File: config.mk
export PLATFORM = sky130hd
export DESIGN_NAME = fetch_stage_flat
export DESIGN_NICKNAME = d
export VERILOG_FILES = /design/src/rtl/rv32_core_pkg.sv /design/src/rtl/fetch_stage_if.sv /design/src/rtl/fetch_fifo.sv /design/src/rtl/fetch_stage.sv /design/src/flat_wrapper.sv
export SDC_FILE = /design/constraint.sdc
export NUM_CORES = 1
export LEC_CHECK = 0
export CELL_PAD_IN_SITES_DETAIL_PLACEMENT = 1
export CELL_PAD_IN_SITES_GLOBAL_PLACEMENT = 1
export CORE_UTILIZATION = 45
export DETAILED_ROUTE_END_ITERATION = 10
export PLACE_DENSITY_LB_ADDON = 0.2
export RECOVER_POWER = 100
export SYNTH_ARGS = -nofsm -noshare
export SYNTH_HDL_FRONTEND = slang
export SYNTH_HIERARCHICAL = 1
export SYNTH_SLANG_ARGS = --single-unit
File: constraint.sdc
create_clock -name clk -period 4.5 [get_ports clk]
set_input_delay 0.45 -clock clk [delete_from_list [all_inputs] [get_ports clk]]
set_output_delay 0.45 -clock clk [all_outputs]
set_load 0.02 [all_outputs]
File: src/rtl/rv32_core_pkg.sv
// rv32_core_pkg: shared RV32 widths, fetch entry type and PC helpers
package rv32_core_pkg;
  localparam int XLEN = 32;
  localparam int ILEN = 32;
  localparam logic [XLEN-1:0] PC_STEP = 32'd4;

  typedef struct packed {
    logic [XLEN-1:0] pc;
    logic [ILEN-1:0] inst;
  } fetch_entry_t;

  function automatic logic [XLEN-1:0] align_pc(input logic [XLEN-1:0] a);
    return {a[XLEN-1:2], 2'b00};
  endfunction
endpackage

File: src/rtl/fetch_stage_if.sv
// fetch_stage_if: imem request/response, decode handoff and branch redirect signals
interface fetch_stage_if;
  import rv32_core_pkg::*;
  logic            req_valid;
  logic            req_ready;
  logic [XLEN-1:0] addr;
  logic            resp_valid;
  logic [ILEN-1:0] resp_data;
  logic            inst_valid;
  logic            inst_ready;
  logic [ILEN-1:0] inst;
  logic [XLEN-1:0] inst_pc;
  logic            take;
  logic [XLEN-1:0] next_pc;
  logic            misalign;

  modport master (
    output req_valid, addr, inst_valid, inst, inst_pc, misalign,
    input  req_ready, resp_valid, resp_data, inst_ready, take, next_pc
  );

  modport slave (
    input  req_valid, addr, inst_valid, inst, inst_pc, misalign,
    output req_ready, resp_valid, resp_data, inst_ready, take, next_pc
  );
endinterface

File: src/rtl/fetch_fifo.sv
// fetch_fifo: synchronous FIFO with flush and occupancy count; DEPTH must be a power of 2
module fetch_fifo
  import rv32_core_pkg::*;
#(
  parameter type T     = fetch_entry_t,
  parameter int  DEPTH = 2
) (
  input  logic                       clk,
  input  logic                       rst_n,
  input  logic                       push,
  input  logic                       pop,
  input  logic                       flush,
  input  T                           din,
  output T                           head,
  output logic [$clog2(DEPTH+1)-1:0] count
);
  localparam int CW = $clog2(DEPTH + 1);
  localparam int AW = $clog2(DEPTH);
  localparam logic [CW-1:0] FULL = CW'(DEPTH);

  T mem [DEPTH];
  logic [AW-1:0] wr_ptr, rd_ptr;
  logic do_push, do_pop;

  // a full queue still accepts a push when the head leaves in the same cycle
  assign do_pop  = pop && count != '0;
  assign do_push = push && (count != FULL || do_pop);
  assign head    = mem[rd_ptr];

  // storage, pointers and count; flush empties the queue and wins over push/pop
  always_ff @(posedge clk or negedge rst_n)
    if (!rst_n) begin
      for (int i = 0; i < DEPTH; i++) mem[i] <= '0;
      wr_ptr <= '0;
      rd_ptr <= '0;
      count  <= '0;
    end else if (flush) begin
      wr_ptr <= '0;
      rd_ptr <= '0;
      count  <= '0;
    end else begin
      if (do_push) begin
        mem[wr_ptr] <= din;
        wr_ptr      <= wr_ptr + 1'b1;
      end
      if (do_pop) rd_ptr <= rd_ptr + 1'b1;
      count <= count + CW'(do_push) - CW'(do_pop);
    end
endmodule

File: src/rtl/fetch_stage.sv
// fetch_stage: RV32 fetch stage owning the PC, issuing imem requests and buffering tagged instructions
module fetch_stage
  import rv32_core_pkg::*;
#(
  parameter logic [XLEN-1:0] RESET_PC        = 32'h0000_0000,
  parameter int              FIFO_DEPTH      = 2,
  parameter int              MAX_OUTSTANDING = 2
) (
  input logic           clk,
  input logic           rst_n,
  fetch_stage_if.master bus
);
  localparam int OCW = $clog2(MAX_OUTSTANDING + 1);
  localparam int FCW = $clog2(FIFO_DEPTH + 1);

  logic [XLEN-1:0] pc, pend_pc;
  logic [OCW-1:0]  outstanding, drop_cnt;
  logic [FCW-1:0]  fifo_count;
  logic            misalign, accept, resp, drop, credit;
  fetch_entry_t    head, fill;

  // requests only go out when every in-flight response is guaranteed a FIFO slot
  assign credit = int'(outstanding) < MAX_OUTSTANDING &&
                  int'(outstanding) + int'(fifo_count) < FIFO_DEPTH;
  assign bus.req_valid  = rst_n && !bus.take && credit;
  assign bus.addr       = pc;
  assign accept         = bus.req_valid && bus.req_ready;
  assign resp           = bus.resp_valid;
  assign drop           = resp && drop_cnt != '0;
  assign fill           = '{pc: pend_pc, inst: bus.resp_data};
  assign bus.inst_valid = fifo_count != '0;
  assign bus.inst       = head.inst;
  assign bus.inst_pc    = head.pc;
  assign bus.misalign   = misalign;

  // address of every accepted request, popped in order as responses return
  fetch_fifo #(.T(logic [XLEN-1:0]), .DEPTH(MAX_OUTSTANDING)) pend_q (
    .clk   (clk),
    .rst_n (rst_n),
    .push  (accept),
    .pop   (resp),
    .flush (1'b0),
    .din   (pc),
    .head  (pend_pc),
    .count (outstanding)
  );

  // instruction buffer toward decode; a redirect flushes it
  fetch_fifo #(.DEPTH(FIFO_DEPTH)) inst_q (
    .clk   (clk),
    .rst_n (rst_n),
    .push  (resp && !drop),
    .pop   (bus.inst_ready),
    .flush (bus.take),
    .din   (fill),
    .head  (head),
    .count (fifo_count)
  );

  // PC, stale-response counter and misalign pulse; a redirect overrides everything,
  // and every request still in flight after the redirect cycle becomes stale
  always_ff @(posedge clk or negedge rst_n)
    if (!rst_n) begin
      pc       <= RESET_PC;
      drop_cnt <= '0;
      misalign <= 1'b0;
    end else begin
      misalign <= bus.take && |bus.next_pc[1:0];
      if (bus.take) begin
        pc       <= align_pc(bus.next_pc);
        drop_cnt <= outstanding - OCW'(resp);
      end else begin
        if (accept) pc <= pc + PC_STEP;
        if (drop) drop_cnt <= drop_cnt - 1'b1;
      end
    end
endmodule

File: src/flat_wrapper.sv
// flat-port wrapper written by rule: the top's interface ports become plain ports
module fetch_stage_flat import rv32_core_pkg::*;
#(
  parameter logic [XLEN-1:0] RESET_PC        = 32'h0000_0000,
  parameter int              FIFO_DEPTH      = 2,
  parameter int              MAX_OUTSTANDING = 2
)
  (clk, rst_n, bus_req_valid, bus_addr, bus_inst_valid, bus_inst, bus_inst_pc, bus_misalign, bus_req_ready, bus_resp_valid, bus_resp_data, bus_inst_ready, bus_take, bus_next_pc);
  fetch_stage_if bus_i ();
  input logic clk;
  input logic rst_n;
  output wire logic [$bits(bus_i.req_valid)-1:0] bus_req_valid;
  output wire logic [$bits(bus_i.addr)-1:0] bus_addr;
  output wire logic [$bits(bus_i.inst_valid)-1:0] bus_inst_valid;
  output wire logic [$bits(bus_i.inst)-1:0] bus_inst;
  output wire logic [$bits(bus_i.inst_pc)-1:0] bus_inst_pc;
  output wire logic [$bits(bus_i.misalign)-1:0] bus_misalign;
  input wire logic [$bits(bus_i.req_ready)-1:0] bus_req_ready;
  input wire logic [$bits(bus_i.resp_valid)-1:0] bus_resp_valid;
  input wire logic [$bits(bus_i.resp_data)-1:0] bus_resp_data;
  input wire logic [$bits(bus_i.inst_ready)-1:0] bus_inst_ready;
  input wire logic [$bits(bus_i.take)-1:0] bus_take;
  input wire logic [$bits(bus_i.next_pc)-1:0] bus_next_pc;
  assign bus_req_valid = bus_i.req_valid;
  assign bus_addr = bus_i.addr;
  assign bus_inst_valid = bus_i.inst_valid;
  assign bus_inst = bus_i.inst;
  assign bus_inst_pc = bus_i.inst_pc;
  assign bus_misalign = bus_i.misalign;
  assign bus_i.req_ready = bus_req_ready;
  assign bus_i.resp_valid = bus_resp_valid;
  assign bus_i.resp_data = bus_resp_data;
  assign bus_i.inst_ready = bus_inst_ready;
  assign bus_i.take = bus_take;
  assign bus_i.next_pc = bus_next_pc;
  fetch_stage #(.RESET_PC(RESET_PC), .FIFO_DEPTH(FIFO_DEPTH), .MAX_OUTSTANDING(MAX_OUTSTANDING)) u_core (.clk(clk), .rst_n(rst_n), .bus(bus_i));
endmodule
==> results of run 1 <==
-- power breakdown --
| group | switching [uW] | leakage [uW] | total, uW | internal [uW] |
|---|---|---|---|---|
| sequential | 624 | 0.00299 | 3500 | 2880 |
| combinational | 1380 | 0.00284 | 3110 | 1730 |
| clock | 846 | 0.000455 | 2300 | 1460 |
| total | 2850 | 0.00629 | 8910 | 6060 |
-- critical path: stages --
cell      delay (ns)
clkbuf_1        0.12
clkbuf_1        1.60
nor2_1          0.13
nand3_1         0.73
buf_4           0.70
mux2_2          0.41
-- cell type report --
type,instances,area (um2)
Inverter,13,48.8
Tap cell,324,405
Timing Repair Buffer,177,1740
Clock inverter,5,128
Fill cell,2468,10700
Clock buffer,42,812
Multi-Input combinational cell,514,4780
Sequential cell,233,5830
-- flip-flops by register name, indices dropped and copies added (netlist names) --
name / cells
u_core/bus.addr: 30
u_core/bus.misalign: 1
u_core/drop_cnt: 2
u_core/inst_q/count: 2
u_core/inst_q/mem: 128
u_core/inst_q/rd_ptr: 1
u_core/inst_q/wr_ptr: 1
u_core/pend_q/count: 2
u_core/pend_q/mem: 64
u_core/pend_q/rd_ptr: 1
u_core/pend_q/wr_ptr: 1
-- cell families (layout without fill, tap and decap cells) --
kind of cell	after synthesis	after routing	synth area share
simple gates	123	123	0.0652
fa+ha+maj	8	8	0.00957
xor+xnor	15	15	0.0117
flops	233	233	0.519
other cells	1	12	0.000334
compound gates	63	63	0.0403
mux	293	293	0.323
buf+inv	58	237	0.0312
-- cell usage in the layout, fill, tap and decap left out, types with 3 or more instances in the layout --
| cell type | n |
|---|---|
| mux2i_1 | 5 |
| xnor2_1 | 11 |
| a22oi_1 | 5 |
| bufinv_16 | 4 |
| clkbuf_8 | 8 |
| a31oi_1 | 5 |
| o211ai_1 | 9 |
| a21oi_1 | 5 |
| xor2_1 | 4 |
| clkdlybuf4s50_1 | 68 |
| mux2_1 | 87 |
| o311ai_0 | 6 |
| nand2_1 | 44 |
| or4_1 | 3 |
| clkbuf_16 | 27 |
| clkbuf_2 | 4 |
| nor3_1 | 4 |
| nand4_1 | 5 |
| mux2_4 | 8 |
| mux2_2 | 193 |
| nor2_1 | 16 |
| and3_1 | 4 |
| o21ai_0 | 13 |
| nand3_1 | 14 |
| and2_1 | 3 |
| dlygate4sd3_1 | 97 |
| dfrtp_1 | 232 |
| clkbuf_1 | 11 |
| nand3_2 | 4 |
| a221o_1 | 6 |
| conb_1 | 12 |
| inv_1 | 11 |
| ha_1 | 7 |
-- layer usage --
metal | wire [um] | vias to the layer above | GRT usage
met5 | 0 | - | 0
met4 | 570 | 0 | 0.0576
met3 | 1070 | 40 | 0.0296
met2 | 12700 | 168 | 0.356
met1 | 12300 | 3615 | 0.298
li1 | - | 3221 | -
-- path summary, 6_finish.rpt --
kind,start,end,slack (ns),cells past startpoint
hold / removal,rst_n,u_core/inst_q/mem[1],0.41,2
setup / recovery,bus_take,u_core/inst_q/mem[69],0.67,6
setup reg to reg,u_core/pend_q/count[0],u_core/pend_q/mem[52],0.68,9
min in group clk,u_core/inst_q/mem[18],u_core/inst_q/mem[18],0.48,1
hold reg to reg,u_core/inst_q/mem[18],u_core/inst_q/mem[18],0.48,1
max in group asynchronous,rst_n,u_core/bus.addr[15],1.89,3
-- through the flow --
stage	total power (uW)	worst slack, ns
2_1_floorplan	5670	1.86
4_1_cts	9430	0.813
3_3_place_gp	6910	0.930
5_1_grt	9420	0.378
6_report	8910	0.666
3_5_place_dp	7040	0.846
-- what timing repair did --
| action | CTS | global route |
|---|---|---|
| hold buffers | 1 | 0 |
| setup endpoints to repair | 0 | 0 |
| endpoints found under the hold margin | 41 | 0 |
-- synthesized netlist by cell type (3+ instances only) --
cell / count
a21oi_1: 5
a221o_1: 6
a22oi_1: 5
a31oi_1: 5
and2_1: 4
and3_1: 4
buf_2: 7
buf_4: 11
buf_6: 11
clkbuf_1: 16
dfrtp_1: 233
ha_1: 7
inv_1: 11
mux2_1: 4
mux2_2: 194
mux2_4: 90
mux2i_1: 5
nand2_1: 44
nand3_1: 15
nand3_2: 3
nand4_1: 4
nor2_1: 15
nor3_1: 4
o211ai_1: 9
o21ai_0: 10
o21ai_1: 4
o311ai_0: 4
or4_1: 3
xnor2_1: 11
xor2_1: 4
==> out/metrics.yaml, run 1 <==
setup_viol: 0
synthCells: 794
synth-main-ff-cell: "dfrtp_1"
ys_seq_elements: 233
post_cts_buffers: 0
routed_via_density: 5.39
synth_cell_type_count: 63
clockBufferDepth: 3
hold-worst-slack_ns: 0.411
hold_path.class: "in -> async"
async_flop_share: 1.00
yosysSeqAreaShare: 0.519
drv_cap: 4
std_cell_rows: 57
htreeDepth: 1
drive_gt1_frac: 0.275
fin_cells: 1308
dr_total_vias: 7044
relSlewSlack: -0.488
drtPass1Iterations: 4
crit_path_start_kind: "input pin"
track_usage: 0.216
clock_latency_ns: 0.53
synth_area_leader_cell: "dfrtp_1"
avgRoutedWirePerCell_um: 20.4
setup_tns_ns: 0
io_buffers: 166
utilization: 0.563
p_leak_uw: 0.00629
dpl_cell_area_mm2: 0.0132
syn_area_mm2: 0.0112
fin_skew_ns: 0.00956
drc_errors: 0
fmax_mhz: 261
netlist.area_leader.share: 0.519
die-height_um: 160
dp.cells: 1260
antenna_left: 0
worst_slew_pin_slew_ns: 2.23
synth_edf_count: 0
min_period_ns: 3.83
gr-total-overflow: 0
clkTransAtPathRegs_ns: 0.05
gp_congestion: 0.744
end_kind: "flop"
finalCritPeriodShare: 0.852
p_per_area_mw_per_mm2: 649
cp.required_ns: 4.91
diodes: 0
coreArea_mm2: 0.0244
fin_nets: 1044
dieArea_mm2: 0.0256
report.final.slew_viol_count: 224
status: "finished, violations left"
hpwl_um: 17000
start_util: 0.461
post_cts_resized: 0
routed_wl_um: 26600
syn_to_final_growth_pct: 22.2
grt_max_degree: 116
clock-sinks: 233
clockRootBuffer: "clkbuf_16"
arrival_ns: 4.24
antenna_found_initial: 0
hold_viol: 0
rsz0062_at_grt: "false"
cts_tree: "built"
violations: "capacitance limit, slew limit"
die_w_um: 160
worstSetupPathType: "in -> reg"
drtIter0Drc: 310
grt_pass1_vias: 7871
io_pins: 169
ys_warn_count: 6
cts_buffers: 27
grt_pass1_wl_um: 44300
critical_path.max_fanout: 49
vdd_drop_max_mv: 0.363
avgSynthCellArea_um2: 14.2
synth_area_leaders: "dfrtp_1 52%, mux2_2 19%, mux2_4 12%"
stdcell_area_mm2: 0.0137
(Power assumes the default switching activity.)
==> run 2: changes to the inputs <==
--- a/config.mk
+++ b/config.mk
@@ -5,6 +5,7 @@
 export SDC_FILE = /design/constraint.sdc
 export NUM_CORES = 1
 export LEC_CHECK = 0
+export ABC_CLOCK_PERIOD_IN_PS = 4500
 export CELL_PAD_IN_SITES_DETAIL_PLACEMENT = 1
 export CELL_PAD_IN_SITES_GLOBAL_PLACEMENT = 1
 export CORE_UTILIZATION = 45
==> results of run 2 <==
Final layout, timing and power as in run 1 (identical DEF).
